==> src/rtl/loader_pkg.sv <==
// loader_pkg: loader FSM states and byte-stream framing constants shared by program_loader and word_assembler.
package loader_pkg;
  localparam int BCNT_W = 2;
  localparam int LEN_BYTES = 2;
  typedef enum logic [2:0] {
    S_IDLE, S_LEN_LO, S_LEN_HI, S_DATA, S_CHECK, S_DONE, S_ERROR
  } state_t;
endpackage

==> src/rtl/word_assembler.sv <==
// word_assembler: packs big-endian host bytes into 32-bit words.
//   clk, reset (async, active-low) | clear: sync clear on load start
//   shift_en: accept in_byte as the next data byte
//   word: current shift contents with in_byte appended
//   word_done: 4th byte of a word is being accepted this cycle
module word_assembler
  import loader_pkg::*;
(
  input  logic        clk,
  input  logic        reset,
  input  logic        clear,
  input  logic        shift_en,
  input  logic [7:0]  in_byte,
  output logic [31:0] word,
  output logic        word_done
);
  logic [23:0]       shift;
  logic [BCNT_W-1:0] byte_cnt;
  assign word = {shift, in_byte};
  assign word_done = shift_en && &byte_cnt;
  always_ff @(posedge clk or negedge reset)
    if (!reset) begin
      shift <= '0;
      byte_cnt <= '0;
    end else if (clear) begin
      shift <= '0;
      byte_cnt <= '0;
    end else if (shift_en) begin
      shift <= word[23:0];
      byte_cnt <= byte_cnt + 1'b1;
    end
endmodule

==> src/rtl/program_loader.sv <==
// program_loader: loads a length-prefixed, checksummed byte stream into instruction memory, then releases the core.
//   clk, reset (async, active-low), start: begin load from IDLE/DONE/ERROR
//   in_valid/in_byte/in_ready: host byte handshake
//   init_mode/write_enable/init_address/init_instruction: instruction memory init port
//   core_run, done, error, words_written: load status
module program_loader
  import loader_pkg::*;
#(
  parameter int ADDR_W = 12,
  parameter int DEPTH  = 1024
) (
  input  logic              clk,
  input  logic              reset,
  input  logic              start,
  input  logic              in_valid,
  input  logic [7:0]        in_byte,
  output logic              in_ready,
  output logic              init_mode,
  output logic              write_enable,
  output logic [ADDR_W-1:0] init_address,
  output logic [31:0]       init_instruction,
  output logic              core_run,
  output logic              done,
  output logic              error,
  output logic [ADDR_W:0]   words_written
);
  state_t state, next;
  logic [8*LEN_BYTES-1:0] len, n;
  logic [7:0]  checksum;
  logic [31:0] word;
  logic        xfer, load, data_xfer, word_done, last_word, len_bad;
  assign in_ready = state inside {S_LEN_LO, S_LEN_HI, S_DATA, S_CHECK};
  assign xfer = in_valid && in_ready;
  assign load = start && state inside {S_IDLE, S_DONE, S_ERROR};
  assign data_xfer = xfer && state == S_DATA;
  assign n = {in_byte, len[7:0]};
  assign len_bad = n == '0 || int'(n) > DEPTH;
  // words_written doubles as the write index: both count words written this load
  assign last_word = int'(words_written) + 1 == int'(len);
  word_assembler u_asm (
    .clk(clk), .reset(reset), .clear(load), .shift_en(data_xfer),
    .in_byte(in_byte), .word(word), .word_done(word_done)
  );
  always_comb begin
    next = state;
    case (state)
      S_IDLE, S_DONE, S_ERROR: next = start ? S_LEN_LO : state;
      S_LEN_LO: next = xfer ? S_LEN_HI : state;
      S_LEN_HI: next = !xfer ? state : len_bad ? S_ERROR : S_DATA;
      S_DATA:   next = word_done && last_word ? S_CHECK : state;
      S_CHECK:  next = !xfer ? state : in_byte == checksum ? S_DONE : S_ERROR;
      default:  next = S_IDLE;
    endcase
  end
  // status outputs are registered from the next state so they change with it
  always_ff @(posedge clk or negedge reset)
    if (!reset) begin
      state <= S_IDLE;
      len <= '0;
      checksum <= '0;
      words_written <= '0;
      init_address <= '0;
      init_instruction <= '0;
      write_enable <= 1'b0;
      init_mode <= 1'b0;
      core_run <= 1'b0;
      done <= 1'b0;
      error <= 1'b0;
    end else begin
      state <= next;
      init_mode <= next inside {S_LEN_LO, S_LEN_HI, S_DATA, S_CHECK, S_ERROR};
      done <= next == S_DONE;
      core_run <= next == S_DONE;
      error <= next == S_ERROR;
      write_enable <= word_done;
      if (load) begin
        checksum <= '0;
        words_written <= '0;
      end
      if (xfer && state == S_LEN_LO) len[7:0] <= in_byte;
      if (xfer && state == S_LEN_HI) len[15:8] <= in_byte;
      if (data_xfer) checksum <= checksum ^ in_byte;
      if (word_done) begin
        init_address <= words_written[ADDR_W-1:0];
        init_instruction <= word;
        words_written <= words_written + 1'b1;
      end
    end
endmodule

==> config.mk <==
export PLATFORM = sky130hd
export DESIGN_NAME = program_loader
export DESIGN_NICKNAME = d
export VERILOG_FILES = /design/src/rtl/loader_pkg.sv /design/src/rtl/word_assembler.sv /design/src/rtl/program_loader.sv
export SDC_FILE = /design/constraint.sdc
export NUM_CORES = 1
export LEC_CHECK = 0
export CORE_ASPECT_RATIO = 1.5
export CORE_MARGIN = 2
export CORE_UTILIZATION = 55
export DETAILED_ROUTE_END_ITERATION = 12
export GPL_TIMING_DRIVEN = 0
export PLACE_DENSITY = 0.85
export SYNTH_ARGS = -nofsm -noshare
export SYNTH_HDL_FRONTEND = slang
export SYNTH_SLANG_ARGS = --single-unit
==> constraint.sdc <==
create_clock -name clk -period 3.75 [get_ports clk]
set_input_delay 0.5625 -clock clk [delete_from_list [all_inputs] [get_ports clk]]
set_output_delay 0.5625 -clock clk [all_outputs]
set_load 0.03 [all_outputs]
==> results.sh, run 1 <==
export IMPL_coreArea_um2=9250
export IMPL_die_height_um=123
export IMPL_hpwl_um=8420
export IMPL_finalCoreUtilization=0.728
export IMPL_crit_type="flop to output pin"
export IMPL_ctsRootBufferMaster="clkbuf_16"
export IMPL_postPlaceCellArea_um2=6120
export IMPL_ant_nets=0
export IMPL_crit_chain="buf_2 -> nor2_1 -> xnor2_1 -> clkdlybuf4s50_1"
export IMPL_pre_cts_slack_ns=1.18
export IMPL_gp_congestion=0.799
export IMPL_worstSetupStartpointType="flop"
export IMPL_worst_slew_pin_slew_ns=0.691
export IMPL_seq_area_frac_synth=0.546
export IMPL_grt_pass1_wl_um=20700
export IMPL_finalPower_mw=4.51
export IMPL_synth_top_cell_area_share=0.546
export IMPL_dr_pass1_iters=5
export IMPL_hold_slack_ns=0.125
export IMPL_max_freq_mhz=386
export IMPL_cts_tree="done"
export IMPL_clockBufferDepth=2
export IMPL_drtIter0Drc=321
export IMPL_vias=4401
export IMPL_dpl_cell_count=754
export IMPL_critPathCaptureType="output pin"
export IMPL_crit_path_top_delay_cell="clkdlybuf4s50_1"
export IMPL_syn_cell_area_um2=5230
export IMPL_final_cell_count_no_fill=786
export IMPL_setup_viol=0
export IMPL_post_cts_buffers=0
export IMPL_avgRoutedWirePerCell_um=15.7
export IMPL_synthCells=568
export IMPL_drc=0
export IMPL_grt_pass1_vias=4415
export IMPL_synth_most_common_cell="nand2_1"
export IMPL_drv_slew=0
export IMPL_ys_flop_type="dfrtp_1"
export IMPL_max_slew_margin_rel=0.538
export IMPL_num_rows=43
export IMPL_ir_drop_mv=0.598
export IMPL_clk_pin_slew_ns=0.05
export IMPL_setup_tns_final_ns=0
export IMPL_yosys_top_cells_area="dfrtp_1 (55%), nand2_1 (14%), mux2_2 (3.7%)"
export IMPL_crit_required_ns=3.19
export IMPL_maxCapViolCount=0
export IMPL_antenna_found_initial=0
export IMPL_dieArea_um2=10300
export IMPL_ios=75
export IMPL_cp_max_fo=10
export IMPL_syn_area_per_cell_um2=9.20
export IMPL_via_per_inst=5.60
export IMPL_fin_nets=675
export IMPL_syn_nets=582
export IMPL_port_buffers=73
export IMPL_grt_use_total=0.255
export IMPL_initial_core_util=0.565
export IMPL_fp_dieW_um=83.6
export IMPL_overflow=0
export IMPL_cts_resized_gates=0
export IMPL_finClkSkew_ns=0.00552
export IMPL_period_needed_ns=2.59
export IMPL_cts_hold_buffers=0
export IMPL_cp_arrival_ns=2.03
export IMPL_synth_warnings=0
export IMPL_yosys_area_top_type="dfrtp_1"
export IMPL_n_antenna_cell=0
export IMPL_fin_crit_sh=0.690
export IMPL_cpPeakStageDelay_ns=0.69
export IMPL_leakage_nw=3.12
export IMPL_grt_max_degree=78
export IMPL_cts_sinks=114
export IMPL_area_growth_synth_to_final_pct=28.8
export IMPL_hold_viol=0
export IMPL_clkLatencyLatePin_ns=0.41
export IMPL_finalWorstSetupSlack_ns=1.16
export IMPL_ys_types=49
export IMPL_hold_path_class="input port to async pin"
export IMPL_synth_edf_count=0
export IMPL_cellPowerDensity_nw_per_um2=670
export IMPL_synth_async_sr_flop_share=1.00
export IMPL_cts_buffers=17
export IMPL_drive_gt1_frac=0.116
export IMPL_ys_top_cells_by_count="nand2_1 (200), dfrtp_1 (114), a21oi_1 (36)"
export IMPL_synth_seq_cells=114
export IMPL_h_tree_depth=4
export IMPL_rsz0062_at_grt="no"
export IMPL_final_area_um2=6730
export IMPL_drt_wl_total_um=12400
export IMPL_status="complete, no violations"
## critical path, delay by kind of cell (launching register included)
family / cells / cell delay [ns]
xor+xnor: 1 / 0.15
buf+inv: 2 / 0.86
flops: 1 / 0.38
simple gates: 1 / 0.23
## sequential cells by signal, indices dropped and copies added (netlist names)
signal / count
init_mode: 1
init_address: 12
u_asm.shift: 24
done: 1
init_instruction: 32
write_enable: 1
checksum: 8
len: 16
words_written: 13
error: 1
u_asm.byte_cnt: 2
state: 3
## worst paths after layout
kind / from / to / slack [ns] / depth (start not counted)
setup / recovery: state[0] / in_ready / 1.16 / 4
hold / removal: reset / len[12] / 0.13 / 1
setup reg to reg: words_written[0] / state[0] / 1.27 / 7
hold reg to reg: init_instruction[22] / init_instruction[22] / 0.47 / 2
max in group asynchronous: reset / init_instruction[24] / 2.91 / 2
min in group clk: init_instruction[22] / init_instruction[22] / 0.47 / 2
## cell type report
type	count	area [um2]
buffer	38	209
clock buffer	21	450
clock inverter	11	160
fill	661	2520
inverter	6	22.5
multi-input combinational	410	2140
sequential	114	2850
tap	112	140
timing repair buffer	74	756
## power by group
part / switching [mW] / internal [mW]
clock: 0.545 / 1.12
sequential: 0.215 / 1.50
combinational: 0.633 / 0.499
## per-layer routing
layer  share of wire  wire [um]  up-vias  GRT usage
li1                -          -     2072          -
met1            0.41       5060     2159      0.310
met2            0.52       6420      146      0.429
met3           0.050        617       24     0.0728
met4           0.022        273        0      0.104
met5               0          0        -          0
## kinds of logic (layout without fill, tap and decap cells)
family / after synthesis / count (layout) / share of synthesized area
muxes: 17 / 17 / 0.0366
AOI/OAI and AO/OA: 91 / 91 / 0.0996
adders and majority gates: 2 / 2 / 0.00479
DFF: 114 / 114 / 0.546
and+or+nand+nor: 269 / 269 / 0.217
xor gates and xnor gates: 31 / 31 / 0.0520
buffers and inverters: 44 / 150 / 0.0443
## cell usage in the layout (no fill, tap or decap), drive strengths merged, types with 5 or more instances in the layout
| master | n |
|---|---|
| nand4 | 6 |
| nor2 | 27 |
| mux2 | 17 |
| clkbuf | 33 |
| nand2 | 201 |
| o21ai | 34 |
| a21oi | 36 |
| clkinv | 5 |
| xor2 | 10 |
| clkdlybuf4s50 | 72 |
| nand3 | 10 |
| inv | 6 |
| xnor2 | 21 |
| dfrtp | 114 |
| buf | 28 |
No activity file was read; power rests on OpenSTA's default activity.
==> inputs of run 2 (changes only) <==
CORE_UTILIZATION = 54   (was 55)
PLACE_DENSITY = 0.84   (was 0.85)
clock period = 2.5 ns   (was 3.75 ns; I/O delays follow)
==> results.sh, run 2 (same netlist as run 1, synthesis figures left out) <==
export IMPL_grt_use_total=0.257
export IMPL_hold_path_class="input port to flop"
export IMPL_drive_gt1_frac=0.117
export IMPL_dieArea_um2=10500
export IMPL_port_buffers=73
export IMPL_gp_congestion=0.865
export IMPL_nFillCells=705
export IMPL_num_rows=44
export IMPL_drc=0
export IMPL_multi_input_area_um2=2150
export IMPL_crit_required_ns=2.79
export IMPL_max_slew_margin_rel=0.565
export IMPL_setup_tns_final_ns=0
export IMPL_largest_reg_flops=32
export IMPL_max_freq_mhz=435
export IMPL_fin_crit_sh=0.920
export IMPL_p_int_mw=4.67
export IMPL_p_clk_frac=0.367
export IMPL_crit_path_start="words_written[0]"
export IMPL_post_cts_buffers=0
export IMPL_leakage_nw=3.14
export IMPL_seq_area_um2=2850
export IMPL_rsz0062_at_grt="no"
export IMPL_ios=75
export IMPL_via_per_inst=5.63
export IMPL_area_growth_synth_to_final_pct=29.2
export IMPL_antenna_found_initial=0
export IMPL_period_needed_ns=2.30
export IMPL_ant_nets=0
export IMPL_finalCoreUtilization=0.709
export IMPL_cp_arrival_ns=2.59
export IMPL_drtIter0Drc=330
export IMPL_maxCapViolCount=0
export IMPL_avgRoutedWirePerCell_um=16.2
export IMPL_hold_slack_ns=0.276
export IMPL_seqPwrFrac=0.381
export IMPL_power_switching_mw=2.11
export IMPL_cp_max_fo=7
export IMPL_postPlaceCellArea_um2=6130
export IMPL_clockBufferDepth=2
export IMPL_ctsRootBufferMaster="clkbuf_16"
export IMPL_hpwl_um=8670
export IMPL_status="complete, no violations"
export IMPL_worstReg2RegStart="words_written[0]"
export IMPL_initial_core_util=0.549
export IMPL_clkLatencyLatePin_ns=0.41
export IMPL_final_common_cell="nand2_1"
export IMPL_grt_pass1_wl_um=21300
export IMPL_cts_sinks=114
export IMPL_coreArea_um2=9520
export IMPL_grt_max_degree=78
export IMPL_cts_buffers=17
export IMPL_dr_pass1_iters=5
export IMPL_setup_viol=0
export IMPL_fp_dieW_um=84.3
export IMPL_h_tree_depth=4
export IMPL_drv_slew=0
export IMPL_max_flop_register="init_instruction"
export IMPL_critPathCaptureType="flop"
export IMPL_cellPowerDensity_nw_per_um2=1010
export IMPL_drt_wl_total_um=12800
export IMPL_final_area_um2=6750
export IMPL_fin_nets=676
export IMPL_hp_start="in_byte[2]"
export IMPL_reg_top3="init_instruction: 32 flops, u_asm.shift: 24 flops, len: 16 flops"
export IMPL_ir_drop_mv=0.795
export IMPL_comb_power_share=0.253
export IMPL_hold_viol=0
export IMPL_die_height_um=124
export IMPL_overflow=0
export IMPL_crit_type="flop to flop"
export IMPL_finClkSkew_ns=0.00672
export IMPL_worstSetupStartpointType="flop"
export IMPL_cts_tree="done"
export IMPL_worst_slew_pin_slew_ns=0.650
export IMPL_grt_pass1_vias=4434
export IMPL_vias=4446
export IMPL_n_antenna_cell=0
export IMPL_mostFrequentLayoutCells="nand2_1 (200), dfrtp_1 (114), clkdlybuf4s50_1 (71), a21oi_1 (36), o21ai_0 (32)"
export IMPL_clk_pin_slew_ns=0.05
export IMPL_switching_share=0.311
run 2: metrics by stage:
step	setup slack, ns	cells	power (mW)
after floorplan	0.451	568	3.72
after detailed placement	0.0345	757	4.28
final	0.200	789	6.79
after CTS	0.0803	789	6.81
after global routing	0.0838	789	7.12
after global placement	-3.01	756	4.18
run 2: final timing paths:
kind	slack, ns	endpoint	cells past startpoint
hold reg to reg	0.47	init_instruction[22]	2
setup reg to reg	0.20	state[1]	7
max in group asynchronous	1.29	init_instruction[25]	3
hold / removal	0.28	init_instruction[2]	3
setup / recovery	0.20	state[1]	7
min in group asynchronous	0.48	words_written[12]	2
run 2: timing repair:
item | 4_1_cts | 5_1_grt
endpoints found under the setup margin | 0 | 4
hold buffers | 1 | 0
gates resized for setup | 0 | 2
endpoints found under the hold margin | 37 | 0
run 2: cell type report:
type / instances / share of cell area
tap: 115 / 0.0213
inverter: 6 / 0.00334
clock inverter: 11 / 0.0239
clock buffer: 20 / 0.0662
sequential: 114 / 0.423
buffer: 38 / 0.0309
multi-input combinational: 410 / 0.318
timing repair buffer: 75 / 0.114
run 2: routing by layer:
metal / GRT usage / vias to the layer above / wire length (um)
li1: - / 2073 / -
met1: 0.308 / 2203 / 5120
met2: 0.438 / 142 / 6750
met3: 0.0557 / 28 / 616
met4: 0.117 / 0 / 291
met5: 0 / - / 0
run 2: critical path: stages (launching register included):
cell and delay, ns:
dfrtp_1 0.49, ha_1 0.33, nand4_1 0.24, nor3_2 0.42
nand3_1 0.15, o31ai_1 0.14, and4_1 0.31, o21ai_1 0.09
run 2: power by group through the flow:
stage,clock network [mW],logic [mW],registers (mW)
3_3_place_gp,0,1.61,2.56
4_1_cts,2.50,1.73,2.58
3_5_place_dp,0,1.68,2.59
2_1_floorplan,0,1.09,2.63
5_1_grt,2.59,1.89,2.64
6_report,2.49,1.72,2.58
